<file path="src/rtl/dram_port_arbiter.sv">
// Arbitrates the single SDRAM controller port between the 68k/cache path and
// the video fetch engine, with starvation ageing and CAS-latency burst tracking.
module dram_port_arbiter #(
  parameter int unsigned MAX_WAIT    = 64,
  parameter int unsigned CAS_LATENCY = 2,
  parameter int unsigned BURST_LEN   = 8
) (
  input  logic        Clock,
  input  logic        Reset_L,
  input  logic        Cpu_Select_L,
  input  logic        Cpu_AS_L,
  input  logic        Cpu_WE_L,
  input  logic        Cpu_UDS_L,
  input  logic        Cpu_LDS_L,
  input  logic [31:0] Cpu_Address,
  input  logic [15:0] Cpu_DataOut,
  output logic        Cpu_Dtack_L,
  input  logic        Vid_Req_H,
  input  logic        Vid_Urgent_H,
  input  logic [31:0] Vid_Address,
  output logic        Vid_Ack_H,
  output logic        Vid_DataValid_H,
  output logic [2:0]  Vid_WordIndex,
  output logic        Vid_Done_H,
  output logic        Dram_Select_L,
  output logic        Dram_AS_L,
  output logic        Dram_WE_L,
  output logic        Dram_UDS_L,
  output logic        Dram_LDS_L,
  output logic [31:0] Dram_Address,
  output logic [15:0] Dram_DataOut,
  input  logic [15:0] Dram_DataIn,
  input  logic        Dram_Dtack_L,
  input  logic        Dram_CAS_L,
  input  logic        Dram_RAS_L,
  output logic [1:0]  Grant,
  output logic [2:0]  ArbState
);

  localparam int unsigned WAIT_W    = 16;
  localparam int unsigned LAT_W     = 4;
  localparam int unsigned IDX_W     = 3;
  localparam int unsigned LAT_EXTRA = (CAS_LATENCY > 1) ? CAS_LATENCY - 2 : 0;

  localparam logic [2:0] ST_IDLE        = 3'd0;
  localparam logic [2:0] ST_CPU_OWN     = 3'd1;
  localparam logic [2:0] ST_VID_START   = 3'd2;
  localparam logic [2:0] ST_VID_LATENCY = 3'd3;
  localparam logic [2:0] ST_VID_BURST   = 3'd4;
  localparam logic [2:0] ST_VID_END     = 3'd5;
  localparam logic [2:0] ST_GAP         = 3'd6;

  localparam logic [1:0] GNT_NONE = 2'b00;
  localparam logic [1:0] GNT_CPU  = 2'b01;
  localparam logic [1:0] GNT_VID  = 2'b10;

  localparam logic [WAIT_W-1:0] WAIT_MAX  = WAIT_W'(MAX_WAIT);
  localparam logic [LAT_W-1:0]  LAT_LAST  = LAT_W'(LAT_EXTRA);
  localparam logic [IDX_W-1:0]  WORD_LAST = IDX_W'(BURST_LEN - 1);

  logic [2:0]        state_q, state_d;
  logic [WAIT_W-1:0] wait_cnt_q, wait_cnt_d;
  logic [LAT_W-1:0]  lat_cnt_q, lat_cnt_d;
  logic [IDX_W-1:0]  word_cnt_q, word_cnt_d;
  logic [1:0]        grant_q, grant_d;
  logic              ack_q, ack_d;

  logic cpu_req;
  logic vid_cas;
  logic vid_aged;
  logic vid_entry;

  // Dram_DataIn is wired straight to both requesters outside this block.
  logic unused_inputs;
  assign unused_inputs = ^{Dram_DataIn, Vid_Address[3:0]};

  assign cpu_req   = !Cpu_Select_L && !Cpu_AS_L;
  assign vid_cas   = !Dram_CAS_L && Dram_RAS_L;
  assign vid_aged  = (wait_cnt_q >= WAIT_MAX);
  assign vid_entry = (state_d == ST_VID_START) && (state_q != ST_VID_START);

  // Next-state and sequencing counters
  always_comb begin
    state_d    = state_q;
    lat_cnt_d  = lat_cnt_q;
    word_cnt_d = word_cnt_q;
    case (state_q)
      ST_IDLE: begin
        if (Vid_Req_H && (Vid_Urgent_H || vid_aged)) state_d = ST_VID_START;
        else if (cpu_req)                            state_d = ST_CPU_OWN;
        else if (Vid_Req_H)                          state_d = ST_VID_START;
      end
      ST_CPU_OWN: begin
        if (Cpu_AS_L || Cpu_Select_L) state_d = ST_GAP;
      end
      ST_VID_START: begin
        lat_cnt_d = '0;
        if (vid_cas) state_d = ST_VID_LATENCY;
      end
      ST_VID_LATENCY: begin
        if (lat_cnt_q >= LAT_LAST) begin
          state_d    = ST_VID_BURST;
          word_cnt_d = '0;
        end else begin
          lat_cnt_d = lat_cnt_q + LAT_W'(1);
        end
      end
      ST_VID_BURST: begin
        if (word_cnt_q == WORD_LAST) begin
          state_d    = ST_VID_END;
          word_cnt_d = '0;
        end else begin
          word_cnt_d = word_cnt_q + IDX_W'(1);
        end
      end
      ST_VID_END: state_d = ST_GAP;
      ST_GAP:     state_d = ST_IDLE;
      default:    state_d = ST_IDLE;
    endcase
  end

  // Starvation age, grant and ack follow the next state
  always_comb begin
    wait_cnt_d = wait_cnt_q;
    grant_d    = GNT_NONE;
    ack_d      = vid_entry;
    if (vid_entry)
      wait_cnt_d = '0;
    else if (Vid_Req_H && (grant_q != GNT_VID) && (wait_cnt_q < WAIT_MAX))
      wait_cnt_d = wait_cnt_q + WAIT_W'(1);
    case (state_d)
      ST_CPU_OWN:                                           grant_d = GNT_CPU;
      ST_VID_START, ST_VID_LATENCY, ST_VID_BURST, ST_VID_END: grant_d = GNT_VID;
      default:                                              grant_d = GNT_NONE;
    endcase
  end

  always_ff @(posedge Clock or negedge Reset_L) begin
    if (!Reset_L) begin
      state_q    <= ST_IDLE;
      wait_cnt_q <= '0;
      lat_cnt_q  <= '0;
      word_cnt_q <= '0;
      grant_q    <= GNT_NONE;
      ack_q      <= 1'b0;
    end else begin
      state_q    <= state_d;
      wait_cnt_q <= wait_cnt_d;
      lat_cnt_q  <= lat_cnt_d;
      word_cnt_q <= word_cnt_d;
      grant_q    <= grant_d;
      ack_q      <= ack_d;
    end
  end

  // DRAM port mux: CPU passes through with zero latency, video drives a fixed read
  always_comb begin
    Dram_Select_L = 1'b1;
    Dram_AS_L     = 1'b1;
    Dram_WE_L     = 1'b1;
    Dram_UDS_L    = 1'b1;
    Dram_LDS_L    = 1'b1;
    Dram_Address  = '0;
    Dram_DataOut  = '0;
    Cpu_Dtack_L   = 1'b1;
    case (state_q)
      ST_CPU_OWN: begin
        Dram_Select_L = Cpu_Select_L;
        Dram_AS_L     = Cpu_AS_L;
        Dram_WE_L     = Cpu_WE_L;
        Dram_UDS_L    = Cpu_UDS_L;
        Dram_LDS_L    = Cpu_LDS_L;
        Dram_Address  = Cpu_Address;
        Dram_DataOut  = Cpu_DataOut;
        Cpu_Dtack_L   = Dram_Dtack_L;
      end
      ST_VID_START, ST_VID_LATENCY, ST_VID_BURST: begin
        Dram_Select_L = 1'b0;
        Dram_AS_L     = 1'b0;
        Dram_UDS_L    = 1'b0;
        Dram_LDS_L    = 1'b0;
        Dram_Address  = {Vid_Address[31:4], 4'b0000};
      end
      default: ;
    endcase
  end

  assign Vid_Ack_H       = ack_q;
  assign Vid_DataValid_H = (state_q == ST_VID_BURST);
  assign Vid_WordIndex   = word_cnt_q;
  assign Vid_Done_H      = (state_q == ST_VID_END);
  assign Grant           = grant_q;
  assign ArbState        = state_q;

endmodule

</file>
<file path="config.mk">
export PLATFORM = sky130hd
export DESIGN_NAME = dram_port_arbiter
export DESIGN_NICKNAME = d
export VERILOG_FILES = /design/src/rtl/dram_port_arbiter.sv
export SDC_FILE = /design/constraint.sdc
export NUM_CORES = 1
export LEC_CHECK = 0
export ABC_AREA = 1
export BUFFER_PORTS_ARGS = -buffer_cell sky130_fd_sc_hd__buf_2
export CAP_MARGIN = 0
export CORE_MARGIN = 3
export CORE_UTILIZATION = 37
export CTS_BUF_LIST = sky130_fd_sc_hd__clkbuf_16
export CTS_CLUSTER_SIZE = 12
export DETAILED_ROUTE_END_ITERATION = 6
export PLACE_DENSITY_LB_ADDON = 0.12
export SLEW_MARGIN = 10
export SYNTH_ARGS = -nofsm -noshare
export SYNTH_HDL_FRONTEND = slang
export SYNTH_SLANG_ARGS = --single-unit
export TNS_END_PERCENT = 5
</file>
<file path="constraint.sdc">
create_clock -name Clock -period 1.8 [get_ports Clock]
set_input_delay 0.18 -clock Clock [delete_from_list [all_inputs] [get_ports Clock]]
set_output_delay 0.18 -clock Clock [all_outputs]
set_load 0.05 [all_outputs]
</file>
==> metrics.md <==
| Metric | Value |
|---|---|
| Status | `complete, but fails checks` |
| Violated checks | `negative setup slack` |
| Final wirelength | `6780 um` |
| Largest net degree at the start of global routing | `27` |
| Synth top area share | `33.4%` |
| Reg power frac | `11.3%` |
| Reg2Reg Depth | `9` |
| Post-synthesis sequential area ratio | `33.4%` |
| Htree depth | `1` |
| Crit-path max FO | `6` |
| Hold slack | `0.203 ns` |
| Count leader, synth | `nand2_1` |
| EDFF count, synth | `0` |
| Gate power share | `81.6%` |
| CP Cell Sequence | `inv_2, nor2_4, inv_2, nor2_4, inv_4, buf_12, or2_1, buf_6` |
| Routability cong. | `0.824` |
| Largest cells by area after synthesis | `dfrtp_1, nand2_1, nor2_1` |
| CTS tree | `yes` |
| DIE HEIGHT | `77.1 um` |
| Net Sw Frac | `58.1%` |
| Total gr overflow | `0` |
| # DRC | `0` |
| Pre-Repair DR Iteration Count | `4` |
| I/O pins | `173` |
| Sw power | `4040 uW` |
| Period utilization | `104%` |
| Crit Path Class | `register to output pin` |
| Total track usage | `21.6%` |
| Max Fclk | `536 MHz` |
| Layout cells sized above 1 | `56.7%` |
| Initial antenna violation count | `0` |
| Final Core Density | `73.5%` |
| Pint | `2910 uW` |
| Worst endpoint required time | `1.62 ns` |
| Global-route wire length before repair | `10600 um` |
| Synth-to-Final Area Change | `89.2%` |
| Crit path max-delay family | `buffers and inverters` |
| Final hold vios | `0` |
| Crit path depth | `8` |
| Vias in the first global route | `2316` |
| Clk pwr share | `7.1%` |
| Max Slew Vio Count | `0` |
| RSZ-0062 raised after global routing | `true` |
| Vias per inst | `4.61` |
| Initial Util | `38.8%` |
| Die Area | `0.00594 mm2` |
| FF+latch count, synth | `25` |
| Setup_tns | `-0.331 ns` |
| Skew final | `0.00307 ns` |
| Nets@finish | `556` |
| CP Launch Type | `register` |
| DRT antenna net count | `0` |
| Top cells by count, synth | `nand2_1, nor2_1, inv_1` |
| Primary FF master, synth | `dfrtp_1` |
| Die width | `77.1 um` |
| Ys async rst share | `100%` |
| Clk sink count | `25` |
| Worst Path Buf+Inv | `5` |
| Area leader, netlist | `dfrtp_1` |
| Clk_lat worst skew | `0.26 ns` |
| Final min period | `1.86 ns` |
| Power density cells | `1960 mW/mm2` |
| Core ar. | `0.00482 mm2` |
| Hold path cells | `3` |
| Antenna Cells | `0` |
| Cell variety after synth | `29` |
| Syn Inst Count | `285` |
| IO buf count | `152` |
| Maximum VDD drop | `1630 uV` |
| Slew of the pin with the lowest slew margin | `0.541 ns` |
| Leak pwr | `0.00191 uW` |
| Hold Path Class | `input pin to register` |
| Initial DRC count | `112` |
| Dpl hpwl | `4700 um` |
| CP endpoint kind | `output pin` |
| Inserted Clock Buffers | `3` |
| Relative slew slack | `63.9%` |
| Ys Warns | `0` |
| Slowest-stage cell, CP | `dfrtp_2` |
| Std cell rows | `25` |
| Routed vias | `2349` |
| Clock transition at path regs | `0.06 ns` |
| Final setup viols | `15` |
| CP peak stage delay | `0.40 ns` |
| Syn_nets | `397` |
| Post-Syn Area | `0.00187 mm2` |
| Worst Path Arrival | `1.68 ns` |
| Max Buffers Root-to-Sink | `2` |
| Syn avg cell area | `6.56 um2` |
| Max_cap viols | `0` |
| Clk root buf | `clkbuf_16` |
| Final worst-path setup slack | `-0.0649 ns` |
| Routed wire length per instance | `13.3 um` |
## through the flow
stage | cells | power (uW) | setup slack (ns) | area, um2
finish | 510 | 6950 | -0.0649 | 3540
global route | 510 | 7300 | -0.162 | 3540
CTS | 508 | 6770 | -0.0313 | 3400
detailed placement | 500 | 5400 | 0.108 | 2940
global placement | 500 | 5360 | 0.141 | 2940
floorplan | 285 | 4440 | 0.00626 | 2090
## cell families (layout without fill, tap and decap cells)
family	after synthesis	after routing	synth area share [%]
AO/OA/AOI/OAI	39	39	13.0
XOR/XNOR	3	3	1.40
flip-flops	25	25	33.4
adder cells (fa/ha/maj)	4	4	2.68
AND/OR/NAND/NOR	155	155	34.8
buffers and inverters	59	217	14.6
## power groups by stage
stage | Combinational [uW] | Sequential [uW] | Clock, uW
finish | 5670 | 783 | 494
global route | 5970 | 798 | 533
CTS | 5490 | 778 | 502
detailed placement | 4610 | 787 | 0
global placement | 4580 | 783 | 0
floorplan | 3370 | 1080 | 0
## layout make-up
type / instances / area [um2]
Fill cell: 371 / 1280
Tap cell: 67 / 83.8
Multi-Input combinational cell: 201 / 1230
Clock buffer: 3 / 75.1
Clock inverter: 1 / 7.51
Sequential cell: 25 / 629
Inverter: 47 / 184
Timing Repair Buffer: 166 / 1330
## layout by cell type (no fill, tap or decap), types with 9 or more instances in the layout
| cell | netlist | final |
|---|---|---|
| nand2_1 | 91 | 62 |
| buf_2 | 8 | 98 |
| o21ai_2 | 10 | 12 |
| nor2_4 | 1 | 23 |
| buf_6 | 1 | 43 |
| nand2_2 | 1 | 30 |
| buf_4 | 1 | 9 |
| dfrtp_1 | 25 | 22 |
| o21ai_1 | 0 | 11 |
| inv_1 | 40 | 39 |
| nor2_1 | 43 | 22 |
## routing by layer
| layer | vias up | GRT usage [%] | wire (um) |
|---|---|---|---|
| met2 | 101 | 38.8 | 3670 |
| met4 | 0 | 6.76 | 163 |
| li1 | 1186 | - | - |
| met5 | - | 0 | 0 |
| met1 | 1039 | 25.7 | 2550 |
| met3 | 23 | 4.34 | 392 |
## tightest hold or removal path, stage by stage
cell and delay [ns]:
buf_2 0.08, nand3b_1 0.08, nand4_1 0.09
## registers in the layout, indices dropped and copies added, names as in the netlist
name	count
ArbState	3
Grant	2
Vid_Ack_H	1
Vid_WordIndex	3
wait_cnt_q	16
## path summary, 6_finish.rpt
path                                start        endpoint  slack (ns)
min reg2reg                 wait_cnt_q[9]   wait_cnt_q[9]        0.49
min in group asynchronous         Reset_L  wait_cnt_q[13]        0.45
min                            Dram_RAS_L     ArbState[0]        0.20
max in group asynchronous         Reset_L     ArbState[0]        0.95
max reg2reg                wait_cnt_q[12]   wait_cnt_q[5]        0.37
max                           ArbState[0]     Cpu_Dtack_L       -0.06
## what timing repair did
item                                   CTS  global route
gates cloned                             2             1
setup buffers                            1             1
setup endpoints to repair               54            54
pin swaps                                0             3
endpoints found under the hold margin   25             0
hold buffers                             1             0
resized for setup                       99            53
Note: power is estimated with default switching activity, not from simulation.
